==> src/rtl/gate_eval_pkg.sv <==
// rtl/gate_eval_pkg.sv - shared types and helpers for the gate stream evaluator
package gate_eval_pkg;

    // Net-id width carried in a gate record; the evaluator's NET_W must match.
    localparam int ID_W = 6;

    typedef enum logic [2:0] {
        OP_GND   = 3'd0,
        OP_VCC   = 3'd1,
        OP_BUF   = 3'd2,
        OP_INV   = 3'd3,
        OP_AND2  = 3'd4,
        OP_OR2   = 3'd5,
        OP_XOR2  = 3'd6,
        OP_NAND2 = 3'd7
    } op_e;

    typedef struct packed {
        op_e            op;
        logic [ID_W-1:0] out_id;
        logic [ID_W-1:0] a_id;
        logic [ID_W-1:0] b_id;
    } gate_rec_t;

    typedef struct packed {
        logic val;
        logic def;
    } net_t;

    // Constants ignore both operands; single-input gates ignore b.
    function automatic logic uses_a(op_e op);
        return (op != OP_GND) && (op != OP_VCC);
    endfunction

    function automatic logic uses_b(op_e op);
        return (op == OP_AND2) || (op == OP_OR2) || (op == OP_XOR2) || (op == OP_NAND2);
    endfunction

endpackage

==> src/rtl/gate_eval_alu.sv <==
// rtl/gate_eval_alu.sv - combinational evaluation of one primitive gate with defined-ness
module gate_eval_alu
    import gate_eval_pkg::*;
(
    input  op_e  op,
    input  net_t a,
    input  net_t b,
    output net_t r
);

    logic fn;
    logic def;

    // Boolean function of the gate, ignoring whether operands are defined
    always_comb begin
        fn = 1'b0;
        case (op)
            OP_GND:   fn = 1'b0;
            OP_VCC:   fn = 1'b1;
            OP_BUF:   fn = a.val;
            OP_INV:   fn = ~a.val;
            OP_AND2:  fn = a.val & b.val;
            OP_OR2:   fn = a.val | b.val;
            OP_XOR2:  fn = a.val ^ b.val;
            OP_NAND2: fn = ~(a.val & b.val);
            default:  fn = 1'b0;
        endcase
    end

    // Result is defined only when every operand the gate reads is defined;
    // an undefined result always carries val = 0.
    always_comb begin
        def   = (~uses_a(op) | a.def) & (~uses_b(op) | b.def);
        r.def = def;
        r.val = def & fn;
    end

endmodule

==> src/rtl/gate_stream_evaluator.sv <==
// rtl/gate_stream_evaluator.sv - streaming evaluator of topologically ordered gate records
module gate_stream_evaluator
    import gate_eval_pkg::*;
#(
    parameter int NET_W = ID_W
) (
    input  logic             clk,
    input  logic             rst_n,
    input  logic             in_valid,
    output logic             in_ready,
    input  logic [2:0]       in_op,
    input  logic [NET_W-1:0] in_out_id,
    input  logic [NET_W-1:0] in_a_id,
    input  logic [NET_W-1:0] in_b_id,
    input  logic             pi_we,
    input  logic [NET_W-1:0] pi_id,
    input  logic             pi_val,
    input  logic             clr,
    input  logic [NET_W-1:0] q_id,
    output logic             q_val,
    output logic             q_def,
    output logic             res_valid,
    output logic [NET_W-1:0] res_id,
    output logic             res_val,
    output logic             res_def,
    output logic             err,
    output logic [NET_W-1:0] err_id,
    input  logic             err_clr
);

    localparam int NETS = 2 ** NET_W;

    net_t      store [NETS];
    logic      stg_valid;
    gate_rec_t stg;
    net_t      opa;
    net_t      opb;
    net_t      res;
    logic      eval;
    logic      pi_keep;
    logic      new_err;

    assign in_ready = ~clr;

    // Operands come straight from the store: the previous record's write has
    // already landed, so dependent back-to-back records need no forwarding.
    assign opa = store[stg.a_id];
    assign opb = store[stg.b_id];

    gate_eval_alu u_alu (
        .op (stg.op),
        .a  (opa),
        .b  (opb),
        .r  (res)
    );

    // A clear discards whatever record is sitting in its evaluate cycle.
    assign eval      = stg_valid & ~clr;
    assign res_valid = eval;
    assign res_id    = stg.out_id;
    assign res_val   = eval & res.val;
    assign res_def   = eval & res.def;
    assign new_err   = eval & ~res.def;

    // The gate write takes priority over a primary-input write to the same net.
    assign pi_keep = pi_we & ~clr & ~(eval & (stg.out_id == pi_id));

    assign q_val = store[q_id].val;
    assign q_def = store[q_id].def;

    // Single stage register holding the record to evaluate next cycle
    always_ff @(posedge clk or negedge rst_n) begin
        if (!rst_n) begin
            stg_valid <= 1'b0;
            stg       <= '0;
        end else begin
            stg_valid <= in_valid & in_ready;
            if (in_valid && in_ready) begin
                stg <= '{op: op_e'(in_op), out_id: in_out_id, a_id: in_a_id, b_id: in_b_id};
            end
        end
    end

    // Net store: gate result and primary-input writes, single-cycle clear
    always_ff @(posedge clk or negedge rst_n) begin
        if (!rst_n) begin
            for (int i = 0; i < NETS; i++) begin
                store[i] <= '0;
            end
        end else if (clr) begin
            for (int i = 0; i < NETS; i++) begin
                store[i] <= '0;
            end
        end else begin
            if (eval) begin
                store[stg.out_id] <= res;
            end
            if (pi_keep) begin
                store[pi_id] <= '{val: pi_val, def: 1'b1};
            end
        end
    end

    // Sticky error capturing the first undefined operand; a fresh error wins over err_clr
    always_ff @(posedge clk or negedge rst_n) begin
        if (!rst_n) begin
            err    <= 1'b0;
            err_id <= '0;
        end else if (new_err && (!err || err_clr)) begin
            err    <= 1'b1;
            err_id <= opa.def ? stg.b_id : stg.a_id;
        end else if (err_clr) begin
            err <= 1'b0;
        end
    end

endmodule

==> config.mk <==
export PLATFORM = sky130hd
export DESIGN_NAME = gate_stream_evaluator
export DESIGN_NICKNAME = d
export VERILOG_FILES = /design/src/rtl/gate_eval_pkg.sv /design/src/rtl/gate_eval_alu.sv /design/src/rtl/gate_stream_evaluator.sv
export SDC_FILE = /design/constraint.sdc
export NUM_CORES = 1
export LEC_CHECK = 0
export ABC_AREA = 1
export CORE_MARGIN = 1.5
export CORE_UTILIZATION = 48
export CTS_CLUSTER_DIAMETER = 60
export CTS_CLUSTER_SIZE = 24
export DETAILED_ROUTE_END_ITERATION = 6
export PLACE_DENSITY = 0.68
export SYNTH_ARGS = -nofsm -noshare
export SYNTH_HDL_FRONTEND = slang
export SYNTH_SLANG_ARGS = --single-unit
==> constraint.sdc <==
create_clock -name clk -period 3.2 [get_ports clk]
set_clock_uncertainty 0.05 [all_clocks]
set_input_delay 0.64 -clock clk [delete_from_list [all_inputs] [get_ports clk]]
set_output_delay 0.64 -clock clk [all_outputs]
set_load 0.01 [all_outputs]
==> metrics.md <==
| Metric | Value |
|---|---|
| Status | finished with violations |
| Failing checks | negative setup slack |
| FF+latch count, synth | 157 |
| Slowest stage cell, crit path | dfrtp_2 |
| Crit end category | output port |
| Area of the mapped netlist | 12400 sq um |
| First-pass GRT wire length | 79900 um |
| CP Data Required Time | 2.51 ns |
| Hold_sp | err_id[0] |
| Slew HR | 0.373 |
| Critical Path Max Stage Delay | 0.45 ns |
| Synth top area share | 0.317 |
| Slew Limit Fails | 0 |
| Pre-CTS WS | -0.555 ns |
| Largest net degree at the start of global routing | 129 |
| Clock-pin transition on the worst setup and hold timing paths | 0.07 ns |
| GRT Overall Usage | 0.396 |
| Initial core utilization | 0.490 |
| Die footprint | 26800 sq um |
| Max Cap Viol | 0 |
| Synthesized instance count | 2005 |
| Commonest non-fill, non-tap cell in the layout | nand2_1 |
| GR Overflow Total | 0 |
| Worst-path fanout max | 10 |
| Synth Warn # | 0 |
| Final Cell Area | 15100 sq um |
| Vias in the first global route | 13.8k |
| Clock Path Buffers | 2 |
| Worst-Skew Late Latency | 0.44 ns |
| Worst setup SP type | flop |
| Io pins | 59 |
| Storage cell area | 3930 sq um |
| Pwr Density | 420 nW/um^2 |
| Syn nets | 2047 |
| Layout area overhead | 22.2% |
| Drt pass-1 iters | 6 |
| Final Hold Vio Count | 0 |
| Crit Path Category | flop to output port |
| Setup TNS | -12.11 ns |
| Final layout net count | 2173 |
| Clock sinks | 157 |
| Final antenna-violating net count | 0 |
| Post-DP HPWL | 34000 um |
| WL per Instance | 21.3 um |
| Multi-input logic area | 6940 sq um |
| CTS tree | done |
| R2r startpoint | stg[0] |
| Initial antenna violation count | 0 |
| TritonCTS buffer count | 17 |
| Min Hold Slack | 0.443 ns |
| Fillers | 2408 |
| Drt drc | 0 |
| Vias | 15.1k |
| DRT iter0 DRCs | 2214 |
| H-tree levels | 4 |
| Num rows | 58 |
| Syn Area/Cell | 6.18 sq um |
| Die Y | 164 um |
| Final WL | 52600 um |
| Worst setup path startpoint | stg[0] |
| CTS Root Cell | clkbuf_16 |
| CP Cell Sequence | buf_12 > buf_4 > nand2_1 > o21ai_0 > a221oi_1 > o221ai_2 > nand3_2 > nand2_2 > ha_2 > o21ai_1 > o311ai_1 > a21oi_1 > nand3_2 > nand2_2 > nor2_4 > buf_6 |
| RSZ-0062 raised after global routing | yes |
| Register area share after synthesis | 0.317 |
| Placed cell area | 14200 sq um |
| Post-synth top area cell | dfrtp_1 |
| Overall power | 6360 uW |
| Final period util | 1.14 |
| CORE AREA | 25300 sq um |
| Synth area leaders | dfrtp_1, nand2_1, o21ai_0 |
| Most frequent cells in the layout | nand2_1, o21ai_0, nand3_1 |
| Fin crit period | 3.65 ns |
| Share of post-route cells with drive strength above 1 | 0.128 |
| Worst-Margin Slew | 0.938 ns |
| Final setup fails | 65 |
| Global placer's final weighted congestion | 1.03 |
| PortBufs | 58 |
| Die Width | 164 um |
| Vias per inst | 6.10 |
| VDD IR-drop max | 443 uV |
| Leakage dissipation | 0.00638 uW |
| Max frequency | 274 MHz |
| Worst min path class | flop to flop |
| Worst R2R Setup Slack | -0.23 ns |
| Setup ws final | -0.450 ns |
| Synth cell types | 31 |
| Worst endpoint data arrival time | 2.96 ns |
## critical path, delay by kind of cell (launching register included)
kind | cells | cell delay, ns
fa+ha+maj | 1 | 0.19
compound gates | 6 | 1.03
simple gates | 6 | 0.45
buf+inv | 3 | 0.41
flops | 1 | 0.45
## report_power, final
group	switching [uW]	internal (uW)
clock network	979	1110
logic	1340	757
registers	105	2070
## cell families after synthesis
| group | synth area share |
|---|---|
| fa+ha+maj | 0.00202 |
| compound gates | 0.242 |
| buf+inv | 0.132 |
| flops | 0.317 |
| simple gates | 0.307 |
## worst paths after layout
path | end | cells past startpoint
min reg2reg | err_id[0] | 2
max reg2reg | store[111] | 18
max | res_val | 16
min in group asynchronous | res_id[1] | 2
min | err_id[0] | 2
max in group asynchronous | store[6] | 3
## state kept, by name, summed over array words and instances, names as in the netlist
name and count:
store 128, stg 15, err_id 6, res_id 6, err 1, stg_valid 1
## final cells by class
cell class | instances | area share
antenna | 1 | 0.000165
inverter | 221 | 0.0554
clock inverter | 13 | 0.00877
tap | 330 | 0.0273
clock buffer | 19 | 0.0293
multi-input combinational | 1474 | 0.459
timing repair buffer | 260 | 0.161
sequential | 157 | 0.260
## per-stage QoR
stage / cells / util
finish: 2475 / 0.599
global placement: 2430 / 0.563
floorplan: 2005 / -
global route: 2474 / 0.599
detailed placement: 2430 / 0.563
CTS: 2471 / 0.595
## routing by layer
metal  vias up  wire length (um)  global-route usage
li1       6920                 -                   -
met1      6982             20700               0.519
met2      1029             22700               0.595
met3       164              6650               0.106
met4         0              2580               0.207
met5         -                 0                   0
## what timing repair did
item	CTS	global route
resized for setup	59	26
pin swaps	24	14
hold buffers	1	0
gates cloned	4	0
buffers inserted	4	3
hold endpoints to repair	7	0
endpoints found under the setup margin	68	68
## cell usage after synthesis
cell / n
nand2_1: 508
o21ai_0: 322
nand3_1: 253
inv_1: 212
a21oi_1: 188
dfrtp_1: 157
nor2_1: 115
clkbuf_1: 84
buf_4: 27
buf_2: 26
o311ai_0: 15
buf_6: 13
o221ai_1: 13
nor3_1: 12
a221oi_1: 8
nand4_1: 8
nor4_1: 8
o211ai_1: 7
clkinv_1: 5
a211oi_1: 3
buf_1: 3
inv_2: 3
o21ai_1: 3
a32oi_1: 2
ha_1: 2
nand3_2: 2
o22ai_1: 2
clkinv_2: 1
nand2_2: 1
o311ai_1: 1
or2_2: 1
No activity file was read; power rests on OpenSTA's default activity.
